<file path="config.mk">
export PLATFORM = sky130hd
export DESIGN_NAME = spike_decoder
export DESIGN_NICKNAME = d
export VERILOG_FILES = /design/src/rtl/spike_decoder.sv
export SDC_FILE = /design/constraint.sdc
export NUM_CORES = 1
export LEC_CHECK = 0
export ABC_AREA = 1
export CAP_MARGIN = 20
export CORE_MARGIN = 2
export CORE_UTILIZATION = 35
export CTS_BUF_LIST = sky130_fd_sc_hd__clkbuf_8
export CTS_CLUSTER_DIAMETER = 200
export DETAILED_ROUTE_END_ITERATION = 16
export SKIP_LAST_GASP = 1
export SLEW_MARGIN = 20
export SYNTH_ARGS = -nofsm -noshare
export SYNTH_HDL_FRONTEND = slang
export SYNTH_SLANG_ARGS = --single-unit
export TNS_END_PERCENT = 50
</file>
<file path="constraint.sdc">
create_clock -name clk -period 4.05 [get_ports clk]
set_input_delay 1.0125 -clock clk [delete_from_list [all_inputs] [get_ports clk]]
set_output_delay 1.0125 -clock clk [all_outputs]
set_load 0.01 [all_outputs]
</file>
<file path="src/rtl/spike_decoder.sv">
// Spike decoder: latches the first 1->0 fall per line across one volley, rebuilds pixel = (TIME_PERIOD - t) * DIV.
// Latency: out_valid rises 1 cycle after the timestep with cycle == TIME_PERIOD-1.
// Backpressure: HOLD keeps the outputs until out_ready; a volley starting while held and not accepted is dropped and sets overrun.
//
// Ports:
//   clk, rst_n   clock; asynchronous active-low reset
//   spikes       per-line spike inputs, idle high
//   cycle        shared timestep counter
//   volley       high for the whole volley (cycle 0 .. TIME_PERIOD-1)
//   out_times    per-line spike time, line i at [i*TW +: TW]; TIME_PERIOD means no spike
//   out_pixels   per-line reconstructed intensity, line i at [i*SIZE +: SIZE]
//   out_valid    decoded volley available
//   out_ready    the consumer accepts when out_valid && out_ready
//   overrun      sticky flag, set when a volley was dropped
module spike_decoder #(
   parameter  int N_LINES     = 3,
   parameter  int TIME_PERIOD = 8,
   parameter  int SIZE        = 8,
   localparam int TW          = $clog2(TIME_PERIOD + 1),
   localparam int CW          = (TIME_PERIOD > 1) ? $clog2(TIME_PERIOD) : 1
) (
   input  logic                    clk,
   input  logic                    rst_n,
   input  logic [N_LINES-1:0]      spikes,
   input  logic [CW-1:0]           cycle,
   input  logic                    volley,
   output logic [N_LINES*TW-1:0]   out_times,
   output logic [N_LINES*SIZE-1:0] out_pixels,
   output logic                    out_valid,
   input  logic                    out_ready,
   output logic                    overrun
);

   localparam int DIV = ((1 << SIZE) - 1) / TIME_PERIOD;

   typedef enum logic [1:0] {IDLE, CAPTURE, HOLD} state_t;

   state_t                         state;
   logic [N_LINES-1:0]             latched;
   logic [N_LINES-1:0][TW-1:0]     cap_t;

   logic                           vol_start;
   logic                           start_now;
   logic                           sample;
   logic                           end_now;
   logic [N_LINES-1:0]             base_lat;
   logic [N_LINES-1:0]             nxt_lat;
   logic [N_LINES-1:0][TW-1:0]     nxt_t;
   logic [N_LINES-1:0][TW-1:0]     fin_t;
   logic [N_LINES-1:0][SIZE-1:0]   fin_pix;

   assign vol_start = volley && (cycle == '0);
   // A start is taken from IDLE, or from HOLD when the held result is being accepted this same cycle.
   assign start_now = vol_start && ((state == IDLE) || ((state == HOLD) && out_ready));
   assign sample    = start_now || ((state == CAPTURE) && volley);
   assign end_now   = sample && (cycle == CW'(TIME_PERIOD - 1));

   always_comb begin
      // The first sample of a volley starts from a clean slate so no flags leak in from earlier volleys.
      base_lat = start_now ? '0 : latched;
      nxt_lat  = base_lat;
      nxt_t    = start_now ? '0 : cap_t;
      fin_t    = '0;
      fin_pix  = '0;
      for (int i = 0; i < N_LINES; i++) begin
         if (!base_lat[i] && !spikes[i]) begin
            nxt_lat[i] = 1'b1;
            nxt_t[i]   = TW'(cycle);
         end
         fin_t[i]   = nxt_lat[i] ? nxt_t[i] : TW'(TIME_PERIOD);
         fin_pix[i] = SIZE'((TIME_PERIOD - int'(fin_t[i])) * DIV);
      end
   end

   always_ff @(posedge clk or negedge rst_n) begin
      if (!rst_n) begin
         state      <= IDLE;
         latched    <= '0;
         cap_t      <= '0;
         out_times  <= '0;
         out_pixels <= '0;
         out_valid  <= 1'b0;
         overrun    <= 1'b0;
      end else begin
         if ((state == HOLD) && out_ready) begin
            out_valid <= 1'b0;
         end
         if ((state == HOLD) && !out_ready && vol_start) begin
            overrun <= 1'b1;
         end

         if (sample) begin
            if (end_now) begin
               out_times  <= fin_t;
               out_pixels <= fin_pix;
               out_valid  <= 1'b1;
               state      <= HOLD;
               latched    <= '0;
               cap_t      <= '0;
            end else begin
               state      <= CAPTURE;
               latched    <= nxt_lat;
               cap_t      <= nxt_t;
            end
         end else if (state == CAPTURE) begin
            // volley fell before the last timestep: discard the partial capture
            state   <= IDLE;
            latched <= '0;
            cap_t   <= '0;
         end else if ((state == HOLD) && out_ready) begin
            state <= IDLE;
         end
      end
   end

endmodule

</file>
==> results.py <==
metrics = {
    "global_routing": {
        "grt_usage_pct": 16.5,
        "grt_max_degree": 32,
        "antenna_found_initial": 0,
        "gr-total-overflow": 0,
        "grt_pass1_vias": 3246,
        "grt_pass1_wl_mm": 14.8,
    },
    "drt": {
        "drt_wl_total_mm": 8.99,
        "final_antenna_net_count": 0,
        "avgViaCountPerCell": 4.59,
        "post_drt_wl_per_cell_um": 13.1,
        "vias": 3139,
        "firstDrtPassIters": 4,
        "drtIter0Drc": 174,
        "drc_errors": 0,
    },
    "synth": {
        "synth_seq_area_share_pct": 34.8,
        "syn_area_mm2": 0.00360,
        "synthCells": 408,
        "synth_top_cell_area_share_pct": 34.8,
        "ys_seq_elements": 50,
        "netlist-cell-type-count": 38,
        "yosysTopAreaCell": "dfrtp_1",
        "syn_avg_cell_area_um2": 8.81,
        "yosys_warnings": 0,
        "synth.area.top_cells": "dfrtp_1 35%, ha_1 12%, nand2_1 9.4%, fa_1 6.1%, inv_1 5.2%",
        "syn_nets": 464,
    },
    "power": {
        "pwr-share-seq_pct": 17.4,
        "p_clk_share_pct": 9.3,
        "p_int_mw": 2.29,
        "power.total_mw": 3.85,
        "comb_power_share_pct": 73.3,
        "irDropWorstVdd_v": 0.000311,
        "power.density_mw_per_mm2": 677,
        "p_leak_nw": 2.78,
        "power.switching_mw": 1.57,
        "switching_share_pct": 40.6,
    },
    "cells_and_area": {
        "final_cell_area_mm2": 0.00569,
        "syn2layout_area_growth_pct": 58.2,
        "post_route_cells_drive_above_1_share_pct": 42.3,
        "diodes": 0,
        "final_net_count": 603,
    },
    "cts": {
        "cts_tree": "yes",
        "numCtsBuffers": 5,
        "clock_latency_ns": 0.31,
        "root_buffer": "clkbuf_8",
        "cts_hold_buf": 0,
        "clk_pin_slew_ns": 0.10,
        "clock_sinks": 50,
        "h-tree-depth": 2,
        "clockBufferDepth": 2,
    },
    "place": {
        "port_buffers": 47,
        "place_area_mm2": 0.00500,
        "place_ws_ns": -0.958,
        "dp_hpwl_mm": 6.43,
        "gp_congestion": 0.767,
    },
    "timing": {
        "rsz0062_at_grt": "yes",
        "fmax_mhz": 237,
        "worstMarginPinSlew_ns": 0.517,
        "finalCritPeriodShare_pct": 104,
        "slew_headroom_pct": 65.4,
        "tns_ns": -0.740,
        "whs_ns": 0.480,
        "setup_slack_ns": -0.167,
        "slew_viol_final": 0,
        "fin_crit_ns": 4.22,
        "finalHoldViolCount": 0,
        "finalSetupViolCount": 8,
        "skew_ns": 0.00840,
    },
    "setup_path": {
        "critPathMaxFanout": 5,
        "crit_end": "out_pixels[5]",
        "path_buf_inv": 11,
        "reg2reg_setup_slack_ns": 0.20,
        "crit_path_start": "cycle[0]",
        "startpoint_type": "input pin",
        "crit_required_ns": 4.26,
        "cp-end-kind": "flip-flop",
        "worst-path-stages": 31,
        "worstRegToRegCells": 28,
        "r2r-start": "state[1]",
        "critPathKind": "in -> reg",
        "critPathMaxStageDelay_ns": 0.52,
        "cp_top_family": "adder cells",
        "cp.arrival_ns": 4.42,
        "r2r-end": "out_pixels[5]",
        "cp_slowest_cell": "fa_1",
    },
    "die": {
        "fp.dieW_um": 105,
        "core_mm2": 0.0101,
        "die_area_mm2": 0.0111,
        "ios": 48,
        "start_util_pct": 35.5,
        "die_h_um": 105,
        "row_count": 37,
    },
    "min_path": {
        "hold_class": "reg -> reg",
        "hold_depth": 2,
        "min_from": "out_pixels[12]",
    },
    "run_status": {
        "violations": "setup timing",
        "outcome": "finished with violations",
    },
    "job": {
        "maxCapViolations": 0,
    },
}
-- what timing repair did --
item | in CTS | in global routing
pin swaps | 36 | 44
gates resized for setup | 58 | 44
buffers inserted | 17 | 9
setup endpoints to repair | 12 | 11
-- worst min path at each step --
stage | to | slack, ns
floorplan | cap_t[0] | 0.48
global placement | out_pixels[20] | 0.46
detailed placement | out_pixels[12] | 0.46
CTS | out_pixels[12] | 0.48
global route | out_pixels[19] | 0.51
finish | out_pixels[12] | 0.48
-- layer usage --
layer	routed length, um	vias to the layer above	GRT usage (%)
met4	104	0	3.71
met2	4870	46	30.9
li1	-	1597	-
met1	3790	1488	19.8
met3	221	8	2.29
met5	0	-	0
-- cell usage after synthesis, drive strengths merged --
cell and number:
nor3 2, fa 11, nand4 1, clkinv 1, a32o 10, nand2 108, xnor2 14, and2 1
o21ai 36, a21o 1, xor2 7, ha 35, o211ai 2, buf 8, clkbuf 8, a41o 1
nor2 10, nand3b 1, inv 56, a21oi 11, nand3 33, or2 1, dfrtp 50
-- flip-flops by register name, summed over array words and instances, names as in the netlist --
register	count
latched	3
state	2
out_pixels	20
out_valid	1
cap_t	12
out_times	11
overrun	1
-- cell usage in the layout, fill, tap and decap left out, types with 6 or more instances in the layout --
master	instances
ha_4	16
xnor2_1	7
buf_6	7
fa_1	8
nor2_1	6
nand2_1	76
buf_4	92
nand3_1	20
inv_2	17
a32o_1	10
dfrtp_1	50
nand2_2	14
ha_1	17
inv_1	34
clkdlybuf4s50_1	39
a21oi_1	7
o21ai_0	25
nand3_2	11
nand2_4	16
-- through the flow --
step                cells  util (%)
finish                684      56.1
floorplan             408         -
global placement      652      49.4
detailed placement    652      49.4
CTS                   677      53.7
global route          684      56.1
-- cell type report --
type / count / area, um2
Fill cell: 885 / 4450
Multi-Input combinational cell: 285 / 2600
Timing Repair Buffer: 148 / 1300
Sequential cell: 50 / 1250
Inverter: 57 / 258
Tap cell: 136 / 170
Clock buffer: 5 / 68.8
Clock inverter: 3 / 37.5
-- power groups by stage --
stage / registers, mW / clock network, mW / logic, mW
final: 0.670 / 0.357 / 2.82
after global routing: 0.684 / 0.384 / 3.14
after CTS: 0.671 / 0.366 / 2.57
after detailed placement: 0.679 / 0 / 2.33
after global placement: 0.674 / 0 / 2.26
after floorplan: 0.709 / 0 / 1.42
-- worst register-to-register path: cells and delay by family, from the launching register on --
| family | cells | cell delay [ns] |
|---|---|---|
| simple gates | 10 | 0.86 |
| buf+inv | 9 | 0.62 |
| xor+xnor | 1 | 0.10 |
| fa+ha+maj | 5 | 1.30 |
| compound gates | 3 | 0.38 |
| flops | 1 | 0.47 |
-- logic make-up (layout without fill, tap and decap cells) --
| family | Yosys count | count (layout) | share of synthesized area (%) |
|---|---|---|---|
| compound gates | 61 | 61 | 10.5 |
| xor+xnor | 21 | 21 | 6.47 |
| fa+ha+maj | 46 | 46 | 18.3 |
| buf+inv | 73 | 213 | 8.56 |
| flops | 50 | 50 | 34.8 |
| simple gates | 157 | 157 | 21.3 |
(Power assumes the default switching activity.)
